==> src/rtl/disk_bd_seq.sv <==
// disk_bd_seq: sequences one host command (read / write / init) onto a
// block-device request/status interface and streams SECTOR_WORDS 16-bit
// words between host and device through a single-word read holding register.
// Optional build macro DISK_BD_SEQ_TIMEOUT_EN adds a TMO_CYCLES watchdog on
// the WBSY, WRDY and XFER wait states.
module disk_bd_seq #(
  parameter int unsigned SECTOR_WORDS = 256,
  parameter int unsigned TMO_CYCLES   = 65535
) (
  input  logic        clk,
  input  logic        reset,
  input  logic        req_valid,
  output logic        req_ready,
  input  logic [1:0]  req_cmd,
  input  logic [23:0] req_addr,
  output logic        done,
  output logic        fail,
  output logic [15:0] rdw_data,
  output logic        rdw_valid,
  input  logic        rdw_ready,
  input  logic [15:0] wrw_data,
  input  logic        wrw_valid,
  output logic        wrw_ready,
  output logic [1:0]  bd_cmd,
  output logic        bd_start,
  output logic [23:0] bd_addr,
  output logic [15:0] bd_data_in,
  output logic        bd_rd,
  output logic        bd_wr,
  input  logic        bd_bsy,
  input  logic        bd_rdy,
  input  logic        bd_err,
  input  logic [15:0] bd_data_out,
  input  logic        bd_iordy
);

  typedef enum logic [2:0] {IDLE, WBSY, ISSUE, WRDY, XFER, DONE, FAIL} state_t;
  typedef enum logic [1:0] {CMD_READ, CMD_WRITE, CMD_INIT, CMD_RSVD} cmd_t;

  localparam int unsigned   CW       = $clog2(SECTOR_WORDS + 1);
  localparam logic [CW-1:0] CNT_LAST = CW'(SECTOR_WORDS - 1);
  localparam logic [CW-1:0] CNT_FULL = CW'(SECTOR_WORDS);

  state_t        state_q, state_d;
  cmd_t          cmd_q, cmd_d;
  logic [23:0]   addr_q, addr_d;
  logic [CW-1:0] cnt_q, cnt_d;
  logic [15:0]   hold_q, hold_d;
  logic          full_q, full_d;
  logic          pend_q, pend_d;   // bd_rd issued last cycle, data arrives now
  logic          drain;

`ifdef DISK_BD_SEQ_TIMEOUT_EN
  logic [31:0]   tmo_q, tmo_d;
`else
  // TMO_CYCLES has no effect unless the watchdog is built in
  if (TMO_CYCLES == 0) begin : g_tmo_unused
  end
`endif

  assign bd_cmd     = cmd_q;
  assign bd_addr    = addr_q;
  assign rdw_valid  = full_q;
  assign rdw_data   = full_q ? hold_q : '0;
  assign bd_data_in = bd_wr ? wrw_data : '0;
  assign drain      = full_q & rdw_ready;

  // Next-state, strobes and datapath updates
  always_comb begin
    state_d   = state_q;
    cmd_d     = cmd_q;
    addr_d    = addr_q;
    cnt_d     = cnt_q;
    hold_d    = hold_q;
    full_d    = full_q;
    pend_d    = 1'b0;
    req_ready = 1'b0;
    bd_start  = 1'b0;
    bd_rd     = 1'b0;
    bd_wr     = 1'b0;
    wrw_ready = 1'b0;
    done      = 1'b0;
    fail      = 1'b0;

    if (drain) full_d = 1'b0;
    if (pend_q) begin
      hold_d = bd_data_out;
      full_d = 1'b1;
    end

    case (state_q)
      IDLE: begin
        req_ready = 1'b1;
        if (req_valid) begin
          cmd_d   = cmd_t'(req_cmd);
          addr_d  = req_addr;
          cnt_d   = '0;
          state_d = (cmd_t'(req_cmd) == CMD_RSVD) ? FAIL : WBSY;
        end
      end
      WBSY:  if (!bd_bsy) state_d = ISSUE;
      ISSUE: begin
        bd_start = 1'b1;
        state_d  = WRDY;
      end
      WRDY:  if (bd_rdy) state_d = (cmd_q == CMD_INIT) ? DONE : XFER;
      XFER: begin
        if (cmd_q == CMD_READ) begin
          // A read in flight blocks the next one: its word lands next cycle
          // and the holding register has room for only that one.
          if (bd_iordy && cnt_q != CNT_FULL && !pend_q && (!full_q || drain)) begin
            bd_rd  = 1'b1;
            pend_d = 1'b1;
            cnt_d  = cnt_q + CW'(1);
          end
          if (cnt_q == CNT_FULL && !pend_q && (!full_q || drain)) state_d = DONE;
        end else begin
          wrw_ready = bd_iordy && (cnt_q != CNT_FULL);
          if (wrw_valid && wrw_ready) begin
            bd_wr = 1'b1;
            cnt_d = cnt_q + CW'(1);
            if (cnt_q == CNT_LAST) state_d = DONE;
          end
        end
      end
      DONE: begin
        done    = 1'b1;
        state_d = IDLE;
      end
      FAIL: begin
        fail    = 1'b1;
        state_d = IDLE;
      end
      default: state_d = IDLE;
    endcase

    if (bd_err && (state_q inside {WBSY, ISSUE, WRDY, XFER})) state_d = FAIL;

`ifdef DISK_BD_SEQ_TIMEOUT_EN
    if ((state_q inside {WBSY, WRDY, XFER}) && state_d == state_q && !bd_rd && !bd_wr &&
        tmo_q == 32'(TMO_CYCLES - 1))
      state_d = FAIL;
    tmo_d = (state_d != state_q || bd_rd || bd_wr) ? '0 : tmo_q + 32'd1;
`endif

    // Leaving for FAIL discards any word still held or in flight
    if (state_d == FAIL) begin
      full_d = 1'b0;
      pend_d = 1'b0;
    end
  end

  // State and datapath registers with synchronous reset
  always_ff @(posedge clk) begin
    if (reset) begin
      state_q <= IDLE;
      cmd_q   <= CMD_READ;
      addr_q  <= '0;
      cnt_q   <= '0;
      hold_q  <= '0;
      full_q  <= 1'b0;
      pend_q  <= 1'b0;
`ifdef DISK_BD_SEQ_TIMEOUT_EN
      tmo_q   <= '0;
`endif
    end else begin
      state_q <= state_d;
      cmd_q   <= cmd_d;
      addr_q  <= addr_d;
      cnt_q   <= cnt_d;
      hold_q  <= hold_d;
      full_q  <= full_d;
      pend_q  <= pend_d;
`ifdef DISK_BD_SEQ_TIMEOUT_EN
      tmo_q   <= tmo_d;
`endif
    end
  end

endmodule
==> config.mk <==
export PLATFORM = sky130hd
export DESIGN_NAME = disk_bd_seq
export DESIGN_NICKNAME = d
export VERILOG_FILES = /design/src/rtl/disk_bd_seq.sv
export SDC_FILE = /design/constraint.sdc
export NUM_CORES = 1
export LEC_CHECK = 0
export CORE_MARGIN = 2
export CORE_UTILIZATION = 30
export CTS_CLUSTER_DIAMETER = 30
export DETAILED_ROUTE_END_ITERATION = 12
export PLACE_DENSITY = 0.61
export SLEW_MARGIN = 20
export SYNTH_ARGS = -nofsm -noshare
export SYNTH_HDL_FRONTEND = slang
export SYNTH_SLANG_ARGS = --single-unit
==> constraint.sdc <==
create_clock -name clk -period 3.01 [get_ports clk]
set_clock_uncertainty 0.2 [all_clocks]
set_input_delay 0.301 -clock clk [delete_from_list [all_inputs] [get_ports clk]]
set_output_delay 0.301 -clock clk [all_outputs]
set_load 0.01 [all_outputs]
Word-level counts from Yosys, hierarchy flattened:

Cells that the tools add are included.

* bitwise operators: 1
* reductions and logical operators: 18
* shift operators: 0
* multiply operators: 0
* divide/modulo/power cells: 0
* order comparisons: 0
* multiplexer cells: 32
* equality and inequality tests: 15
* add/sub/neg operators: 1

Operator list (count)
* $mux W9: 4
* $mux W16: 2
* $mux W3: 9
* $pmux W9 S2: 1
* $mux W1: 15
* $pmux W3 S5: 1
* $eq A3 B3 Y1 const B: 4
* $add A9 B1 Y9 const B: 1
* $eq A9 B8 Y1 const B: 1
* $eq A9 B9 Y1 const B: 1
* $ne A9 B9 Y1 const B: 1
* $logic_and A1 B1 Y1: 7
* $eq A3 B2 Y1 const B: 2
* $ne A3 B3 Y1 const B: 2
* $eq A2 B2 Y1 const B: 2
* $reduce_and A4 Y1: 1
* $reduce_bool A2 Y1: 2
* $reduce_bool A4 Y1: 1
* $eq A3 B1 Y1 const B: 1
* $logic_not A3 Y1: 1
* $logic_not A1 Y1: 2
* $logic_not A2 Y1: 1
* $ne A2 B2 Y1 const B: 1
* $reduce_and A2 Y1: 1
* other kinds (3): 3

* bits in latches: 0
* memories: 0
* output and inout port bits: 66
* memory bits (read-only): 0
* register bits after elaboration: 56
* bits of input ports: 67
* RAM bits: 0
* logic and storage cells: 74

Logic depth before layout (Yosys ltp):

Gate-level depths: netlist of run 1.

* depth after elaboration: 9
* depth in mapped cells: 8
* mapped depth without buffers: 7

Least setup slack after synthesis of run 1:

No wires, ideal clock.

* path type: flip-flop to output port
* from: register cnt_q[0]
* to: output bd_data_in[10]
* data required time: 2.509 ns
* path buffers: 1
* data arrival time: 1.662 ns
* cell stages (with the launch flop): 9
* path slack: 0.847 ns
* cells stage by stage: dfxtp_1 -> inv_1 -> ha_1 -> nor4b_1 -> nand2_1 -> nand2_1 -> nor3_2 -> buf_2 -> and2_1

* cells in the longest elaborated chain, start to end: 7

Ends and longest elaborated chain
* start, declared: line 47 `logic [CW-1:0] cnt_q, cnt_d;`
* start signal, assigned: line 170 `cnt_q <= cnt_d;`
* $ne A9 B9 Y1: line 118 `wrw_ready = bd_iordy && (cnt_q != CNT_FULL);`
* $logic_and A1 B1 Y1: line 118
* $logic_and A1 B1 Y1: line 119 `if (wrw_valid && wrw_ready) begin`
* $mux W1: line 119
* $mux W1: line 108 `if (cmd_q == CMD_READ) begin`
* $mux W1: line 91 `case (state_q)`
* net bd_wr: line 29 `output logic bd_wr,`
* $mux W16: line 65 `assign bd_data_in = bd_wr ? wrw_data : '0;`
* end, declared: line 27 `output logic [15:0] bd_data_in,`

The timed path passes the listed nets, and every way through them passes these cells.

Worst setup path after layout of run 1:

* from: register cnt_q[0]
* to: output bd_data_in[5]

* cells in the longest elaborated chain, start to end: 7

Ends and longest elaborated chain (line)
* $ne A9 B9 Y1: 118
* $logic_and A1 B1 Y1: 118
* $logic_and A1 B1 Y1: 119
* $mux W1: 119
* $mux W1: 108
* $mux W1: 91
* $mux W16: 65

No other way between the ends.

==> results of run 1 <==
-- critical path, cell delays in order (launching register included) --
cell	delay, ps
dfxtp_1	360
inv_1	90
ha_1	160
nor4b_1	340
nand2_1	120
nand2_1	130
nor3_4	50
buf_12	160
and2_1	150
clkdlybuf4s50_1	470
-- flip-flops by register name, summed over array words and instances, names as in the netlist --
name and count:
hold_q 16, state_q 3, pend_q 1, bd_cmd 2, bd_addr 24, rdw_valid 1
cnt_q 9
-- power groups by stage --
stage	registers, mW	logic [mW]	clock network, mW
after floorplan	0.988	0.828	0
after global placement	0.968	1.34	0
after detailed placement	0.973	1.35	0
after CTS	0.958	1.36	0.435
after global routing	0.976	1.48	0.478
final	0.958	1.35	0.418
-- cells in the mapped netlist, types with 2 or more instances --
library cell	n	area [um^2]
nor3_2	2	20.0
nor3b_1	4	30.0
and2_1	32	200
buf_4	3	22.5
nand4_1	3	18.8
o21ai_0	3	15.0
buf_6	3	33.8
clkbuf_1	11	41.3
a41o_1	2	20.0
or2_2	2	12.5
nor2_1	27	101
buf_2	2	10.0
a31oi_1	2	12.5
ha_1	3	37.5
nor3_1	3	15.0
dfxtp_1	56	1120
a21oi_1	41	205
nand2_1	59	221
nor4b_1	4	35.0
mux2i_1	16	160
o31ai_1	4	30.0
inv_1	8	30.0
or4_1	2	15.0
nand3_1	8	40.0
-- per-layer routing --
metal / share of wire, % / vias to the layer above / GRT usage [%]
met5: 0 / - / 0
met4: 0.77 / 0 / 2.85
met3: 5.4 / 2 / 3.58
met2: 47 / 67 / 25.0
met1: 47 / 1217 / 18.8
li1: - / 1342 / -
-- cells by family (layout without fill, tap and decap cells) --
| family | Yosys count | after routing | share of synthesized area (%) |
|---|---|---|---|
| AOI/OAI and AO/OA | 63 | 63 | 15.6 |
| adders and majority gates | 4 | 4 | 1.79 |
| buffers and inverters | 28 | 158 | 5.32 |
| DFF | 56 | 56 | 42.2 |
| muxes | 16 | 16 | 6.02 |
| and+or+nand+nor | 153 | 153 | 29.1 |
-- stage by stage --
step | instance area [um^2] | std cells | utilization [%] | worst slack, ps
6_report | 4190 | 558 | 48.3 | 193
3_3_place_gp | 4070 | 549 | 46.9 | 263
4_1_cts | 4170 | 557 | 48.1 | 33.9
3_5_place_dp | 4070 | 549 | 46.9 | 142
5_1_grt | 4190 | 558 | 48.3 | 60.8
2_1_floorplan | 2660 | 320 | - | 847
-- area by class of cell --
class,instances,share of cell area (%)
timing repair buffer,142,33.5
inverter,8,0.716
sequential,56,26.7
tap,108,3.22
multi-input combinational,236,33.6
clock inverter,1,0.179
clock buffer,7,2.06
-- final timing paths --
kind,startpoint,to,slack (ps),depth (start not counted)
setup / recovery,cnt_q[0]$_SDFFE_PP0P_,bd_data_in[5],190,9
hold / removal,reset,hold_q[2]$_SDFFE_PP0P_,230,2
setup reg to reg,cnt_q[0]$_SDFFE_PP0P_,cnt_q[3]$_SDFFE_PP0P_,660,7
hold reg to reg,bd_addr[10]$_SDFFE_PP0P_,bd_addr[10]$_SDFFE_PP0P_,260,2
-- timing repair --
| item | in CTS | in global routing |
|---|---|---|
| setup buffers | 0 | 1 |
| pin swaps | 0 | 1 |
| endpoints found under the setup margin | 17 | 17 |
| hold buffers | 0 | 0 |
| gates resized for setup | 1 | 0 |
==> metrics.md, run 1 <==
| Metric | Value |
|---|---|
| Die area | 9630 um^2 |
| Final setup viols | 0 |
| Flop pwr share | 35.2% |
| Hold WS | 234 ps |
| Worst Setup Path Type | flop to output port |
| All-Layer GR Usage | 14.6% |
| Slew HR | 65.1% |
| Drt drc | 0 |
| Ys flop type | dfxtp_1 |
| Largest net degree at the start of global routing | 30 |
| Net Sw Power | 1.06 mW |
| Crit end category | output port |
| Tcrit/Tclk final | 93.6% |
| Sw Share | 38.8% |
| Hold crit path type | input pin to flop |
| First drt pass iteration count | 4 |
| Die X | 98.1 um |
| TritonCTS Buffers | 5 |
| PortBufs | 132 |
| Clock buffer depth | 2 |
| Detailed Place HPWL | 5.47 mm |
| Vias in the first global route | 2516 |
| CP startpoint kind | flop |
| Pleak | 1.49 nW |
| Avg Cell Area, Syn | 8.31 um^2 |
| Row count | 34 |
| Grt ovf | 0 |
| Design Power | 2.72 mW |
| Final-layout fill cell count | 871 |
| RSZ-0062 raised after global routing | no |
| Crit path time final | 2820 ps |
| First-pass GRT wire length | 11.8 mm |
| Starting density of the core | 30.6% |
| Commonest non-fill, non-tap cell in the layout | clkdlybuf4s50_1 |
| Post-synthesis sequential element count | 56 |
| Nets | 519 |
| Vert. Die Dim | 98.1 um |
| Internal Power | 1.67 mW |
| Fmax achieved | 355 MHz |
| Commonest cells after routing, fill and taps aside | 131 x clkdlybuf4s50_1, 59 x nand2_1, 56 x dfxtp_1 |
| Synth Instances | 320 |
| Max-cap violations | 0 |
| Area growth syn-to-layout | 57.7% |
| Crit path DAT | 2320 ps |
| EDFF count, synth | 0 |
| Multi-input gate area | 1410 um^2 |
| IO Count | 133 |
| Synthesized Nets | 390 |
| Final slew viol count | 0 |
| Least-Margin Pin Slew | 522 ps |
| Async set-reset flop share out of synthesis | 0% |
| Syn Std Cell Area | 2660 um^2 |
| Drt wl/cell | 13.2 um |
| Yosys cell types | 44 |
| # diodes | 0 |
| Final hold viol count | 0 |
| Clock power frac | 15.3% |
| H-tree depth | 2 |
| Clock Latency Late Sink | 290 ps |
| Initial antenna violation count | 0 |
| TritonCTS Sinks | 56 |
| Combinational share of power | 49.5% |
| Via Count | 2628 |
| Gpl congestion | 0.767 |
| Maximum vdd drop | 0.297 mV |
| Core Area | 8680 um^2 |
| Antenna-violating nets left | 0 |
| Sequential element share of the synthesized area | 42.2% |
| Layout cells sized above 1 | 6.67% |
| CTS clk-pin slew, worst paths | 100 ps |
| PD cells | 649 nW/um^2 |
| Root Buffer | clkbuf_8 |
| CTS tree | done |
| Status | complete, no violations |
| FF+latch area | 1120 um^2 |
| Setup TNS | 0 ps |
| Worst-path fanout max | 17 |
| Drt via density | 4.71 |
| Initial drt markers | 69 |
| CP required | 2510 ps |
| Routed wire length | 7.37 mm |
| Yosys warnings | 0 |
(Power assumes the default switching activity.)
==> run 2, diff against run 1 <==
- TNS_END_PERCENT: unset -> 100
==> results of run 2 <==
The final DEF is identical to that of run 1; final timing and power are the same.
